`src/rtl/imem_loader_pkg.sv`:
```
// imem_loader_pkg: shared types and widths for the boot-time program loader.
// Optional checksum feature is enabled by defining IMEM_LOADER_CKSUM_EN.
package imem_loader_pkg;

  // Loader life cycle: fill imem, settle, run the CPU, or stop on error.
  typedef enum logic [1:0] {
    LOAD = 2'd0,
    HOLD = 2'd1,
    RUN  = 2'd2,
    ERR  = 2'd3
  } state_e;

  // Width of the post-load settle counter (RST_HOLD is at most 255).
  localparam int HOLD_W  = 8;

  // Width of the running program checksum.
  localparam int CKSUM_W = 32;

endpackage

```
`src/rtl/imem_loader_cksum.sv`:
```
// imem_loader_cksum: running mod-2^32 sum of program words, compared against
// the checksum beat that closes the stream. Only instantiated when
// IMEM_LOADER_CKSUM_EN is defined.
module imem_loader_cksum
  import imem_loader_pkg::*;
(
  input  logic               clk,
  input  logic               rst,
  input  logic               i_clear,
  input  logic               i_add,
  input  logic [CKSUM_W-1:0] i_data,
  input  logic [CKSUM_W-1:0] i_cmp,
  output logic               o_match
);

  logic [CKSUM_W-1:0] r_sum;

  // Accumulate every word written to imem; clear on reset or once consumed.
  always_ff @(posedge clk) begin
    if (rst || i_clear) begin
      r_sum <= '0;
    end else if (i_add) begin
      r_sum <= r_sum + i_data;
    end
  end

  assign o_match = (r_sum == i_cmp);

endmodule

```
`src/rtl/imem_loader.sv`:
```
// imem_loader: streams 32-bit instruction words into imem from address 0,
// holds the CPU in reset during the load plus RST_HOLD settle cycles, then
// releases it. Define IMEM_LOADER_CKSUM_EN to treat the in_last beat as a
// checksum of all prior words instead of an instruction.
module imem_loader
  import imem_loader_pkg::*;
#(
  parameter int ADDR_W   = 8,
  parameter int RST_HOLD = 4
) (
  input  logic              clk,
  input  logic              rst,
  input  logic              in_valid,
  output logic              in_ready,
  input  logic [31:0]       in_data,
  input  logic              in_last,
  output logic              imem_we,
  output logic [ADDR_W-1:0] imem_addr,
  output logic [31:0]       imem_wdata,
  output logic              cpu_rst,
  output logic              done,
  output logic              err_overflow,
  output logic              err_cksum,
  output logic [ADDR_W:0]   word_count
);

  // word_count is one bit wider than the address so it can hold DEPTH itself.
  localparam logic [ADDR_W:0]   DEPTH     = {1'b1, {ADDR_W{1'b0}}};
  localparam logic [HOLD_W-1:0] HOLD_INIT = HOLD_W'(RST_HOLD);

  state_e              r_state;
  state_e              w_state_next;
  logic [HOLD_W-1:0]   r_hold_cnt;
  logic                r_imem_we;
  logic [ADDR_W-1:0]   r_imem_addr;
  logic [31:0]         r_imem_wdata;
  logic [ADDR_W:0]     r_word_count;
  logic                r_err_overflow;

  logic                w_accept;
  logic                w_write;
  logic                w_overflow;
  logic                w_hold_load;

`ifdef IMEM_LOADER_CKSUM_EN
  logic                w_ck_match;
  logic                w_ck_bad;
  logic                r_err_cksum;
`endif

  assign in_ready = (r_state == LOAD) && !rst;
  assign w_accept = in_valid && in_ready;

  // State register.
  always_ff @(posedge clk) begin
    if (rst) begin
      r_state <= LOAD;
    end else begin
      r_state <= w_state_next;
    end
  end

  // Next state plus the one-cycle actions that go with each transition.
  always_comb begin
    w_state_next = r_state;
    w_write      = 1'b0;
    w_overflow   = 1'b0;
    w_hold_load  = 1'b0;
`ifdef IMEM_LOADER_CKSUM_EN
    w_ck_bad     = 1'b0;
`endif
    case (r_state)
      LOAD: begin
        if (w_accept) begin
`ifdef IMEM_LOADER_CKSUM_EN
          // The closing beat is a checksum: never written, never counted,
          // so it is legal even when imem is already full.
          if (in_last) begin
            if (w_ck_match) begin
              w_state_next = HOLD;
              w_hold_load  = 1'b1;
            end else begin
              w_state_next = ERR;
              w_ck_bad     = 1'b1;
            end
          end else
`endif
          if (r_word_count == DEPTH) begin
            // imem is full: drop the beat rather than wrap over address 0.
            w_state_next = ERR;
            w_overflow   = 1'b1;
          end else begin
            w_write = 1'b1;
            if (in_last) begin
              w_state_next = HOLD;
              w_hold_load  = 1'b1;
            end
          end
        end
      end
      HOLD: begin
        // Counter is loaded with RST_HOLD, so HOLD lasts exactly RST_HOLD cycles.
        if (r_hold_cnt <= HOLD_W'(1)) begin
          w_state_next = RUN;
        end
      end
      RUN:     w_state_next = RUN;
      ERR:     w_state_next = ERR;
      default: w_state_next = LOAD;
    endcase
  end

  // Settle counter: loaded on the final beat, counts down through HOLD.
  always_ff @(posedge clk) begin
    if (rst) begin
      r_hold_cnt <= '0;
    end else if (w_hold_load) begin
      r_hold_cnt <= HOLD_INIT;
    end else if ((r_state == HOLD) && (r_hold_cnt != '0)) begin
      r_hold_cnt <= r_hold_cnt - HOLD_W'(1);
    end
  end

  // Registered imem write port, word counter and sticky overflow flag.
  always_ff @(posedge clk) begin
    if (rst) begin
      r_imem_we      <= 1'b0;
      r_imem_addr    <= '0;
      r_imem_wdata   <= '0;
      r_word_count   <= '0;
      r_err_overflow <= 1'b0;
    end else begin
      r_imem_we <= w_write;
      if (w_write) begin
        r_imem_addr  <= r_word_count[ADDR_W-1:0];
        r_imem_wdata <= in_data;
        r_word_count <= r_word_count + 1'b1;
      end
      if (w_overflow) begin
        r_err_overflow <= 1'b1;
      end
    end
  end

`ifdef IMEM_LOADER_CKSUM_EN
  imem_loader_cksum u_cksum (
    .clk     (clk),
    .rst     (rst),
    .i_clear (w_accept && in_last),
    .i_add   (w_write),
    .i_data  (in_data),
    .i_cmp   (in_data),
    .o_match (w_ck_match)
  );

  // Sticky checksum error flag.
  always_ff @(posedge clk) begin
    if (rst) begin
      r_err_cksum <= 1'b0;
    end else if (w_ck_bad) begin
      r_err_cksum <= 1'b1;
    end
  end

  assign err_cksum = r_err_cksum;
`else
  assign err_cksum = 1'b0;
`endif

  assign imem_we      = r_imem_we;
  assign imem_addr    = r_imem_addr;
  assign imem_wdata   = r_imem_wdata;
  assign word_count   = r_word_count;
  assign err_overflow = r_err_overflow;
  assign cpu_rst      = (r_state != RUN);
  assign done         = (r_state == RUN);

endmodule

```
`config.mk`:
```
export PLATFORM = sky130hd
export DESIGN_NAME = imem_loader
export DESIGN_NICKNAME = d
export VERILOG_FILES = /design/src/rtl/imem_loader_pkg.sv /design/src/rtl/imem_loader_cksum.sv /design/src/rtl/imem_loader.sv
export SDC_FILE = /design/constraint.sdc
export NUM_CORES = 1
export LEC_CHECK = 0
export ABC_AREA = 1
export CELL_PAD_IN_SITES_DETAIL_PLACEMENT = 2
export CELL_PAD_IN_SITES_GLOBAL_PLACEMENT = 2
export CORE_MARGIN = 5
export CORE_UTILIZATION = 26
export CTS_CLUSTER_SIZE = 10
export DETAILED_ROUTE_END_ITERATION = 8
export PLACE_DENSITY_LB_ADDON = 0.1
export RECOVER_POWER = 50
export SYNTH_ARGS = -nofsm -noshare
export SYNTH_HDL_FRONTEND = slang
export SYNTH_HIERARCHICAL = 1
export SYNTH_SLANG_ARGS = --single-unit
```
`constraint.sdc`:
```
create_clock -name clk -period 3.1 [get_ports clk]
set_input_delay 0.31 -clock clk [delete_from_list [all_inputs] [get_ports clk]]
set_output_delay 0.31 -clock clk [all_outputs]
set_load 0.01 [all_outputs]
```
==> summary.txt, run 1 <==
Drt
  • DRT iter0 DRCs: 54
  • Vias per Instance: 4.45
  • DR DRC count: 0
  • Antenna viol nets, final: 0
  • DR vias: 2520
  • Drt wl/cell: approximately 15 um
  • Pre-antenna DRT Iters: 4
  • Final WL: 8.23 mm

GRT
  • Vias in the first global route: 2827
  • GRT met2 Usage: 0.248
  • Overall Global Routing Usage: 0.146
  • Met3 usage: 0.0540
  • Top Usage Layer GRT: met2
  • Largest net degree at the start of global routing: 44
  • First-pass GRT wire length: 13.5 mm
  • Met1 usage: 0.168
  • Global route total overflow: 0
  • Initial antenna violation count: 0

CTS
  • CTS Hold Buffers Added: 0
  • H-tree levels: 3
  • # resized after CTS: 0
  • CTS tree: yes
  • CTS root buffer: clkbuf_8
  • Worst-skew pair later-pin latency: 330 ps
  • Clock buffer count from CTS: 9
  • Worst-path clk slew: 70 ps
  • Clk buf depth: 2
  • Clock sinks: 61
  • Number of setup buffers added after CTS: 0

Placement
  • DP Area: 3570 um^2
  • DP HPWL: 6.01 mm
  • PortBufs: 89
  • GPL Wtd Cong: 0.742
  • Post-Place Setup Slack: 835 ps

Die
  • Rows: 36
  • Die Area: 12100 um^2
  • Chip Width: 110 um
  • Initial Util: 0.266
  • Core footprint: 9730 um^2
  • Die H: 110 um
  • I/O pin cnt: 91

STA
  • Highest Clock Rate: roughly 450 MHz
  • Final period utilization: 0.724
  • Worst-Margin Slew: 782 ps
  • Max-slew violations: 0
  • Final min period: about 2200 ps
  • Max-slew headroom: 0.479
  • Hold_ws: 475 ps
  • Min setup slack post-route: 857 ps
  • Final hold violation count: 0
  • Setup TNS: 0 ps
  • Fin Clk Skew: 12.1 ps
  • Final setup viols: 0
  • Unrepaired setup endpoints after global routing: no

Critical path
  • Critical path arrival: 2500 ps
  • Max FO, Critical Path: between 40 and 50
  • Critical path endpoint category: flip-flop
  • Worst Setup Start Kind: flip-flop
  • Req. time, crit path: 3360 ps
  • WS Path Type: flip-flop to flip-flop

Run
  • Maxcap violations: 0

Power
  • Peak supply drop: 0.205 mV
  • Pwr Density: 748 nW/um^2
  • Final Power: between 2 and 3 mW
  • Leakage: 1.63 nW

Finish
  • Area grow syn2layout: 45.4%
  • Final instance area: around 3800 um^2
  • Filler cell count: around 1.2k
  • Diodes inserted: 0
  • Nets: 474
  • Ratio of cells with drive above 1 in the final layout: 0.0739

Synthesis
  • Cell Area, Synth: 2590 um^2
  • Syn Area/Cell: 7.55 um^2
  • #FFs+latches synth: 61
  • Seq/Total Area, Yosys: 0.472
  • Post-synth cell types: 29
  • Synth Instances: 343
  • Syn nets: between 300 and 400
  • Warnings, synthesis: 6

Outcome
  • Status: finished, final reports clean

Hold path
  • Hold Crit Class: flip-flop to flip-flop
routing by layer:
layer	up-vias	wire length, um
li1	1262	-
met1	1194	3630
met2	58	4000
met3	6	515
met4	0	84
met5	-	0
worst max-delay path, stage by stage, from the launching register on:
cell and delay, ps:
dfxtp_1 450, inv_1 100, ha_1 240, nand2_1 70, nor2_1 40, nand2_1 160, nand2_4 70, inv_2 530
buf_4 330, nor2_1 60, nor2_1 100
final timing paths:
kind                            cells past startpoint              to          start  slack, ps
worst max-delay path                               10  imem_wdata[24]  word_count[0]        860
worst min-delay path                                2    err_overflow   err_overflow        470
worst max register to register                     10  imem_wdata[24]  word_count[0]        860
worst min register to register                      2    err_overflow   err_overflow        470
synthesized netlist by cell type:
| library cell | instances | area, um^2 |
|---|---|---|
| a211oi_2 | 1 | 12.5 |
| a21oi_1 | 20 | 100 |
| and2_1 | 1 | 6.26 |
| and3_1 | 1 | 6.26 |
| buf_2 | 3 | 15.0 |
| buf_4 | 1 | 7.51 |
| buf_6 | 6 | 67.6 |
| clkbuf_1 | 6 | 22.5 |
| clkbuf_2 | 1 | 5.00 |
| conb_1 | 1 | 3.75 |
| dfxtp_1 | 61 | 1220 |
| ha_1 | 8 | 100 |
| inv_1 | 20 | 75.1 |
| inv_2 | 7 | 26.3 |
| nand2_1 | 47 | 176 |
| nand2_2 | 4 | 25.0 |
| nand2_4 | 1 | 11.3 |
| nand3_1 | 11 | 55.1 |
| nand4_1 | 3 | 18.8 |
| nor2_1 | 81 | 304 |
| nor2_2 | 1 | 6.26 |
| nor2_4 | 1 | 11.3 |
| nor3_1 | 4 | 20.0 |
| nor3b_1 | 1 | 7.51 |
| o21ai_0 | 44 | 220 |
| o21ai_1 | 1 | 5.00 |
| or2_2 | 1 | 6.26 |
| xnor2_1 | 3 | 26.3 |
| xor2_1 | 3 | 26.3 |
registers in the layout, summed over array words and instances, names as in the netlist:
| signal | count |
|---|---|
| imem_we | 1 |
| imem_addr | 8 |
| err_overflow | 1 |
| r_hold_cnt | 8 |
| r_state | 2 |
| word_count | 9 |
| imem_wdata | 32 |
power by group:
group / internal, mW / switching, mW / leakage [nW]
clock network: 0.429 / 0.295 / 0.102
logic: 0.459 / 0.601 / 1.03
registers: 0.934 / 0.0963 / 0.499
total: 1.82 / 0.993 / 1.63
layout by cell type, fill, tap and decap left out, drive strengths merged, types with 3 or more instances in the layout:
master,n
xor2,3
o21ai,45
nor3,4
clkbuf,14
nand2,52
nand4,3
buf,3
nor2,83
ha,8
nand3,11
a21oi,20
xnor2,3
dfxtp,61
clkdlybuf4s50,36
inv,27
dlygate4sd3,53
cell type report:
type                            instances  area [um^2]  area share
Clock buffer                           13          169      0.0449
Clock inverter                          1         30.0     0.00798
Inverter                               27          101      0.0269
Multi-Input combinational cell        238         1150       0.304
Sequential cell                        61         1220       0.324
Tap cell                              133          166      0.0442
Timing Repair Buffer                   93          931       0.247
kinds of logic (layout without fill, tap and decap cells):
kind of cell | count (synthesis) | after routing | share of synthesized area
xor gates and xnor gates | 6 | 6 | 0.0203
DFF | 61 | 61 | 0.472
AOI/OAI and AO/OA | 66 | 66 | 0.130
buffers and inverters | 44 | 134 | 0.0846
adders and majority gates | 8 | 8 | 0.0387
and+or+nand+nor | 157 | 157 | 0.253
other | 1 | 1 | 0.00145
per-stage QoR:
step / std cells / utilization
2_1_floorplan: 343 / -
3_3_place_gp: 552 / 0.367
3_5_place_dp: 552 / 0.367
4_1_cts: 566 / 0.387
5_1_grt: 566 / 0.387
6_report: 566 / 0.387
(Power assumes the default switching activity.)
==> run 2: changes to the inputs <==
CORE_UTILIZATION = 24   (was 26)
clock period = 2.2 ns   (was 3.1 ns; I/O delays follow)
==> summary.txt, run 2 (synthesized netlist as in run 1, its figures left out) <==
STA
  • Final period utilization: 0.877
  • Setup TNS: 0 ps (unchanged)
  • Final setup viols: 0 (unchanged)
  • Fin Clk Skew: 16.9 ps (was 12.1 ps)
  • Max-slew violations: 0 (unchanged)
  • Final hold violation count: 0 (unchanged)
  • Highest Clock Rate: 518 MHz
  • Unrepaired setup endpoints after global routing: no (unchanged)
  • Final min period: 1930 ps

CTS
  • Worst-path clk slew: 70 ps (about the same)
  • H-tree levels: 3 (unchanged)
  • Clk buf depth: 2 (unchanged)
  • Worst-skew pair later-pin latency: 350 ps (was 330 ps)
  • CTS Hold Buffers Added: 0 (unchanged)
  • CTS root buffer: clkbuf_8 (unchanged)
  • CTS tree: yes (unchanged)
  • # resized after CTS: 0 (unchanged)
  • Clock buffer count from CTS: 9 (unchanged)
  • Number of setup buffers added after CTS: 0 (unchanged)
  • Clock sinks: 61 (unchanged)

Die
  • Initial Util: 0.242 (was 0.266)
  • Die Area: 13000 um^2 (was 12100 um^2)
  • Core footprint: 10700 um^2 (was 9730 um^2)
  • Rows: 38 (was 36)
  • Die H: 114 um (was 110 um)
  • Chip Width: 114 um (was 110 um)
  • I/O pin cnt: 91 (unchanged)

Power
  • Seq pwr share: 0.355 (was 0.366)
  • Clock power frac: 0.278 (was 0.257)
  • Sw power: 1.46 mW (was 0.993 mW)
  • Logic pwr share: 0.367 (was 0.377)
  • Pwr Density: 1070 nW/um^2 (was 748 nW/um^2)
  • Leakage: 1.65 nW (was 1.63 nW)
  • Net Sw Frac: 0.356 (was 0.353)
  • Peak supply drop: 0.418 mV (was 0.205 mV)
  • Int Pwr: 2.64 mW (was 1.82 mW)

Finish
  • FF+latch area: 1220 um^2 (unchanged)
  • Ratio of cells with drive above 1 in the final layout: 0.0847 (was 0.0739)
  • Max reg flops: 32 (unchanged)
  • Area grow syn2layout: 47.4% (was 45.4%)
  • Commonest cells after routing, fill and taps aside: nor2_1 (81), dfxtp_1 (61), dlygate4sd3_1 (51), nand2_1 (48), o21ai_0 (45) (was nor2_1 (81), dfxtp_1 (61), dlygate4sd3_1 (53), nand2_1 (48), o21ai_0 (45))
  • Final core occ: 0.357 (was 0.387)
  • Commonest non-fill, non-tap cell in the layout: nor2_1 (unchanged)
  • Diodes inserted: 0 (unchanged)
  • Filler cell count: 1260 (was 1165)
  • Nets: 476 (was 474)
  • Multi-input gate area: 1150 um^2 (unchanged)

GRT
  • Overall Global Routing Usage: 0.140 (was 0.146)
  • Initial antenna violation count: 0 (unchanged)
  • Vias in the first global route: 2846 (was 2827)
  • Largest net degree at the start of global routing: 44 (unchanged)
  • Global route total overflow: 0 (unchanged)
  • First-pass GRT wire length: 14.2 mm (was 13.5 mm)

Drt
  • DR DRC count: 0 (unchanged)
  • Pre-antenna DRT Iters: 4 (unchanged)
  • Vias per Instance: 4.41 (was 4.45)
  • Drt wl/cell: 14.8 um (was 14.5 um)
  • Final WL: 8.54 mm (was 8.23 mm)
  • DRT iter0 DRCs: 48 (was 54)
  • Antenna viol nets, final: 0 (unchanged)
  • DR vias: 2545 (was 2520)

Placement
  • PortBufs: 89 (unchanged)
  • GPL Wtd Cong: 0.695 (was 0.742)
  • DP HPWL: 6.27 mm (was 6.01 mm)

Hold path
  • Hold Crit Class: flip-flop to flip-flop (unchanged)

Run
  • Maxcap violations: 0 (unchanged)

Critical path
  • WS Path Type: flip-flop to primary output (was flip-flop to flip-flop)
  • Critical path arrival: 1710 ps (was 2500 ps)
  • Worst Setup Start Kind: flip-flop (unchanged)
  • Reg2Reg Setup Slack: 330 ps (was 860 ps)
  • Req. time, crit path: 1980 ps (was 3360 ps)
  • Max FO, Critical Path: 4 (was 43)
  • Critical path endpoint category: primary output (was flip-flop)

Outcome
  • Status: finished, final reports clean (unchanged)
[run 2: cell count changes in the layout (fill, tap and decap cells not counted), sizes merged]
cell / before / now
clkbuf: 14 / 10
clkdlybuf4s50: 36 / 38
bufinv: 1 / 2
clkinv: 0 / 3
clkinvlp: 0 / 1
buf: 3 / 6
dlygate4sd3: 53 / 51
[run 2: final timing paths]
path | to | from | cells past startpoint
max reg2reg | word_count[0] | r_state[0] | 12
max | in_ready | r_state[0] | 5
min reg2reg | imem_wdata[7] | imem_wdata[7] | 2
min | imem_wdata[7] | imem_wdata[7] | 2
[run 2: per-layer routing]
layer | track usage | wire length [um] | vias up
li1 | - | - | 1262
met1 | 0.158 | 3740 | 1209
met2 | 0.235 | 4020 | 61
met3 | 0.0568 | 615 | 13
met4 | 0.0594 | 160 | 0
met5 | 0 | 0 | -
[run 2: critical path: stages, from the launching register on]
cell,delay (ps)
dfxtp_1,310
inv_1,90
ha_1,240
inv_1,100
nor2_4,80
clkdlybuf4s50_1,540
[run 2: layout make-up]
class | instances | share of cell area
flip-flops and latches | 61 | 0.320
multi-input cells | 238 | 0.300
repair buffers | 95 | 0.249
well taps | 140 | 0.0459
clock buffers | 10 | 0.0361
inverters | 27 | 0.0266
clock inverters | 6 | 0.0226
[run 2: power groups by stage]
stage | registers, mW | clock network (mW) | logic (mW)
finish | 1.46 | 1.14 | 1.50
global route | 1.49 | 1.23 | 1.71
CTS | 1.47 | 1.19 | 1.61
detailed placement | 1.49 | 0 | 1.60
global placement | 1.48 | 0 | 1.55
floorplan | 1.52 | 0 | 0.939
[run 2: through the flow]
step	hold slack [ps]	power [mW]	instance area [um^2]	instances	setup slack, ps
after floorplan	385	2.46	2590	343	714
after global placement	460	3.03	3590	561	362
after detailed placement	469	3.09	3590	561	303
after CTS	481	4.27	3820	577	184
after global routing	504	4.44	3820	577	71.8
final	482	4.10	3820	577	271
==> run 3: changes to the inputs <==
REMOVE_ABC_BUFFERS = 1   (was default)
==> summary.txt, run 3 (synthesized netlist as in run 1, its figures left out) <==
STA
  • Max-slew violations: 0 (unchanged)
  • Highest Clock Rate: 516 MHz (was 518 MHz)
  • Setup TNS: 0 ps (unchanged)
  • Fin Clk Skew: 6.89 ps (was 16.9 ps)
  • Final setup viols: 0 (unchanged)
  • Final period utilization: 0.881 (was 0.877)
  • Unrepaired setup endpoints after global routing: no (unchanged)
  • Final min period: 1940 ps (was 1930 ps)
  • Final hold violation count: 0 (unchanged)

Placement
  • DP HPWL: 6.07 mm (was 6.27 mm)
  • Inst Count DP: 560 (was 561)
  • PortBufs: 89 (unchanged)
  • GPL Wtd Cong: 0.727 (was 0.695)

CTS
  • Clock buffer count from CTS: 9 (unchanged)
  • CTS Hold Buffers Added: 0 (unchanged)
  • Clock sinks: 61 (unchanged)
  • Worst-skew pair later-pin latency: 340 ps (was 350 ps)
  • # resized after CTS: 0 (unchanged)
  • Worst-path clk slew: 70 ps (about the same)
  • H-tree levels: 3 (unchanged)
  • Clk buf depth: 2 (unchanged)
  • CTS root buffer: clkbuf_8 (unchanged)
  • CTS tree: yes (unchanged)
  • Number of setup buffers added after CTS: 0 (unchanged)

Drt
  • Vias per Instance: 4.38 (was 4.41)
  • Drt wl/cell: 14.4 um (was 14.8 um)
  • DR vias: 2524 (was 2545)
  • Final WL: 8.31 mm (was 8.54 mm)
  • DR DRC count: 0 (unchanged)
  • Antenna viol nets, final: 0 (unchanged)
  • DRT iter0 DRCs: 68 (was 48)
  • Pre-antenna DRT Iters: 4 (unchanged)

Power
  • Sw power: 1.43 mW (was 1.46 mW)
  • Peak supply drop: 0.307 mV (was 0.418 mV)
  • Clock power frac: 0.268 (was 0.278)
  • Logic pwr share: 0.374 (was 0.367)
  • Leakage: 1.65 nW (about the same)
  • Int Pwr: 2.61 mW (was 2.64 mW)
  • Pwr Density: 1060 nW/um^2 (was 1070 nW/um^2)
  • Seq pwr share: 0.358 (was 0.355)
  • Net Sw Frac: 0.354 (was 0.356)
  • Final Power: 4.04 mW (was 4.10 mW)

Critical path
  • CP most frequent cell: inv_1 (unchanged)
  • Critical path arrival: 1720 ps (was 1710 ps)
  • WS Path Type: flip-flop to primary output (unchanged)
  • Crit path cell chain: inv_1 > ha_1 > inv_1 > nor2_4 > clkdlybuf4s50_1 (unchanged)
  • Critical path endpoint category: primary output (unchanged)
  • Crit-path max cell delay: 550 ps (was 540 ps)
  • Slowest-stage cell, CP: clkdlybuf4s50_1 (unchanged)
  • Max FO, Critical Path: 4 (unchanged)
  • CP bufs+invs: 3 (unchanged)
  • Req. time, crit path: 1980 ps (about the same)
  • Worst Setup Start Kind: flip-flop (unchanged)
  • Worst path top cell family by delay: buffers and inverters (unchanged)

Finish
  • Ratio of cells with drive above 1 in the final layout: 0.0757 (was 0.0847)
  • Commonest cells after routing, fill and taps aside: nor2_1 (81), dfxtp_1 (61), dlygate4sd3_1 (52), nand2_1 (48), o21ai_0 (45) (was nor2_1 (81), dfxtp_1 (61), dlygate4sd3_1 (51), nand2_1 (48), o21ai_0 (45))
  • Final std cells w/o fill: 576 (was 577)
  • Max reg flops: 32 (unchanged)
  • Diodes inserted: 0 (unchanged)
  • Area grow syn2layout: 46.9% (was 47.4%)
  • Filler cell count: 1256 (was 1260)
  • Nets: 475 (was 476)
  • Commonest non-fill, non-tap cell in the layout: nor2_1 (unchanged)

Run
  • Maxcap violations: 0 (unchanged)

Die
  • Die H: 114 um (unchanged)
  • Chip Width: 114 um (unchanged)
  • Initial Util: 0.242 (unchanged)
  • I/O pin cnt: 91 (unchanged)
  • Core footprint: 10700 um^2 (unchanged)
  • Rows: 38 (unchanged)
  • Die Area: 13000 um^2 (unchanged)

GRT
  • First-pass GRT wire length: 13.8 mm (was 14.2 mm)
  • Vias in the first global route: 2783 (was 2846)
  • Global route total overflow: 0 (unchanged)
  • Initial antenna violation count: 0 (unchanged)
  • Largest net degree at the start of global routing: 44 (unchanged)
  • Overall Global Routing Usage: 0.135 (was 0.140)

Hold path
  • Hold Crit Class: flip-flop to flip-flop (unchanged)

Outcome
  • Status: finished, final reports clean (unchanged)
run 3: cell count changes in the layout (fill, tap and decap cells not counted):
cell	delta
inv_2	-1
clkbuf_8	-1
clkinv_2	+1
clkinvlp_4	-1
buf_4	-2
dlygate4sd3_1	+1
clkinv_4	-1
inv_1	+1
clkbuf_1	+2
clkdlybuf4s50_1	-1
buf_12	+1
run 3: final timing paths:
| kind | startpoint | end | slack [ps] | depth (start not counted) |
|---|---|---|---|---|
| worst max-delay path | r_state[0] | in_ready | 260 | 5 |
| worst min-delay path | err_overflow | err_overflow | 470 | 2 |
| worst max register to register | r_state[0] | word_count[6] | 360 | 12 |
| worst min register to register | err_overflow | err_overflow | 470 | 2 |
run 3: stage by stage:
step | area [um^2] | worst slack, ps | util | hold WS, ps
2_1_floorplan | 2470 | 199 | - | 289
4_1_cts | 3810 | 189 | 0.356 | 488
6_report | 3800 | 262 | 0.356 | 473
3_5_place_dp | 3600 | 387 | 0.336 | 474
3_3_place_gp | 3600 | 434 | 0.336 | 455
5_1_grt | 3800 | 102 | 0.356 | 489
run 3: worst register-to-register path, stage by stage (launching register included):
cell and delay, ps:
dfxtp_1 320, inv_1 90, ha_1 240, inv_1 90
nor2_4 90, nand2_1 90, inv_1 100, nand2_4 60
inv_2 70, buf_4 250, nand2_1 120, o21ai_0 160
nor2_1 50
run 3: area by class of cell:
type | count | area (um^2) | area share
Tap cell | 140 | 175 | 0.0461
Multi-Input combinational cell | 238 | 1150 | 0.301
Clock inverter | 5 | 75.1 | 0.0197
Clock buffer | 11 | 131 | 0.0345
Sequential cell | 61 | 1220 | 0.321
Timing Repair Buffer | 94 | 953 | 0.251
Inverter | 27 | 101 | 0.0266
run 3: metal layers:
layer	GRT usage	routed length [um]	up-vias
met2	0.213	3850	56
li1	-	-	1258
met4	0.0618	125	0
met1	0.161	3660	1202
met3	0.0546	675	8
met5	0	0	-
run 3: power by group through the flow:
stage,Sequential [mW],Clock [mW],Combinational [mW]
2_1_floorplan,1.52,0,0.872
3_3_place_gp,1.47,0,1.57
3_5_place_dp,1.48,0,1.61
4_1_cts,1.46,1.13,1.63
5_1_grt,1.48,1.19,1.74
6_report,1.45,1.08,1.51
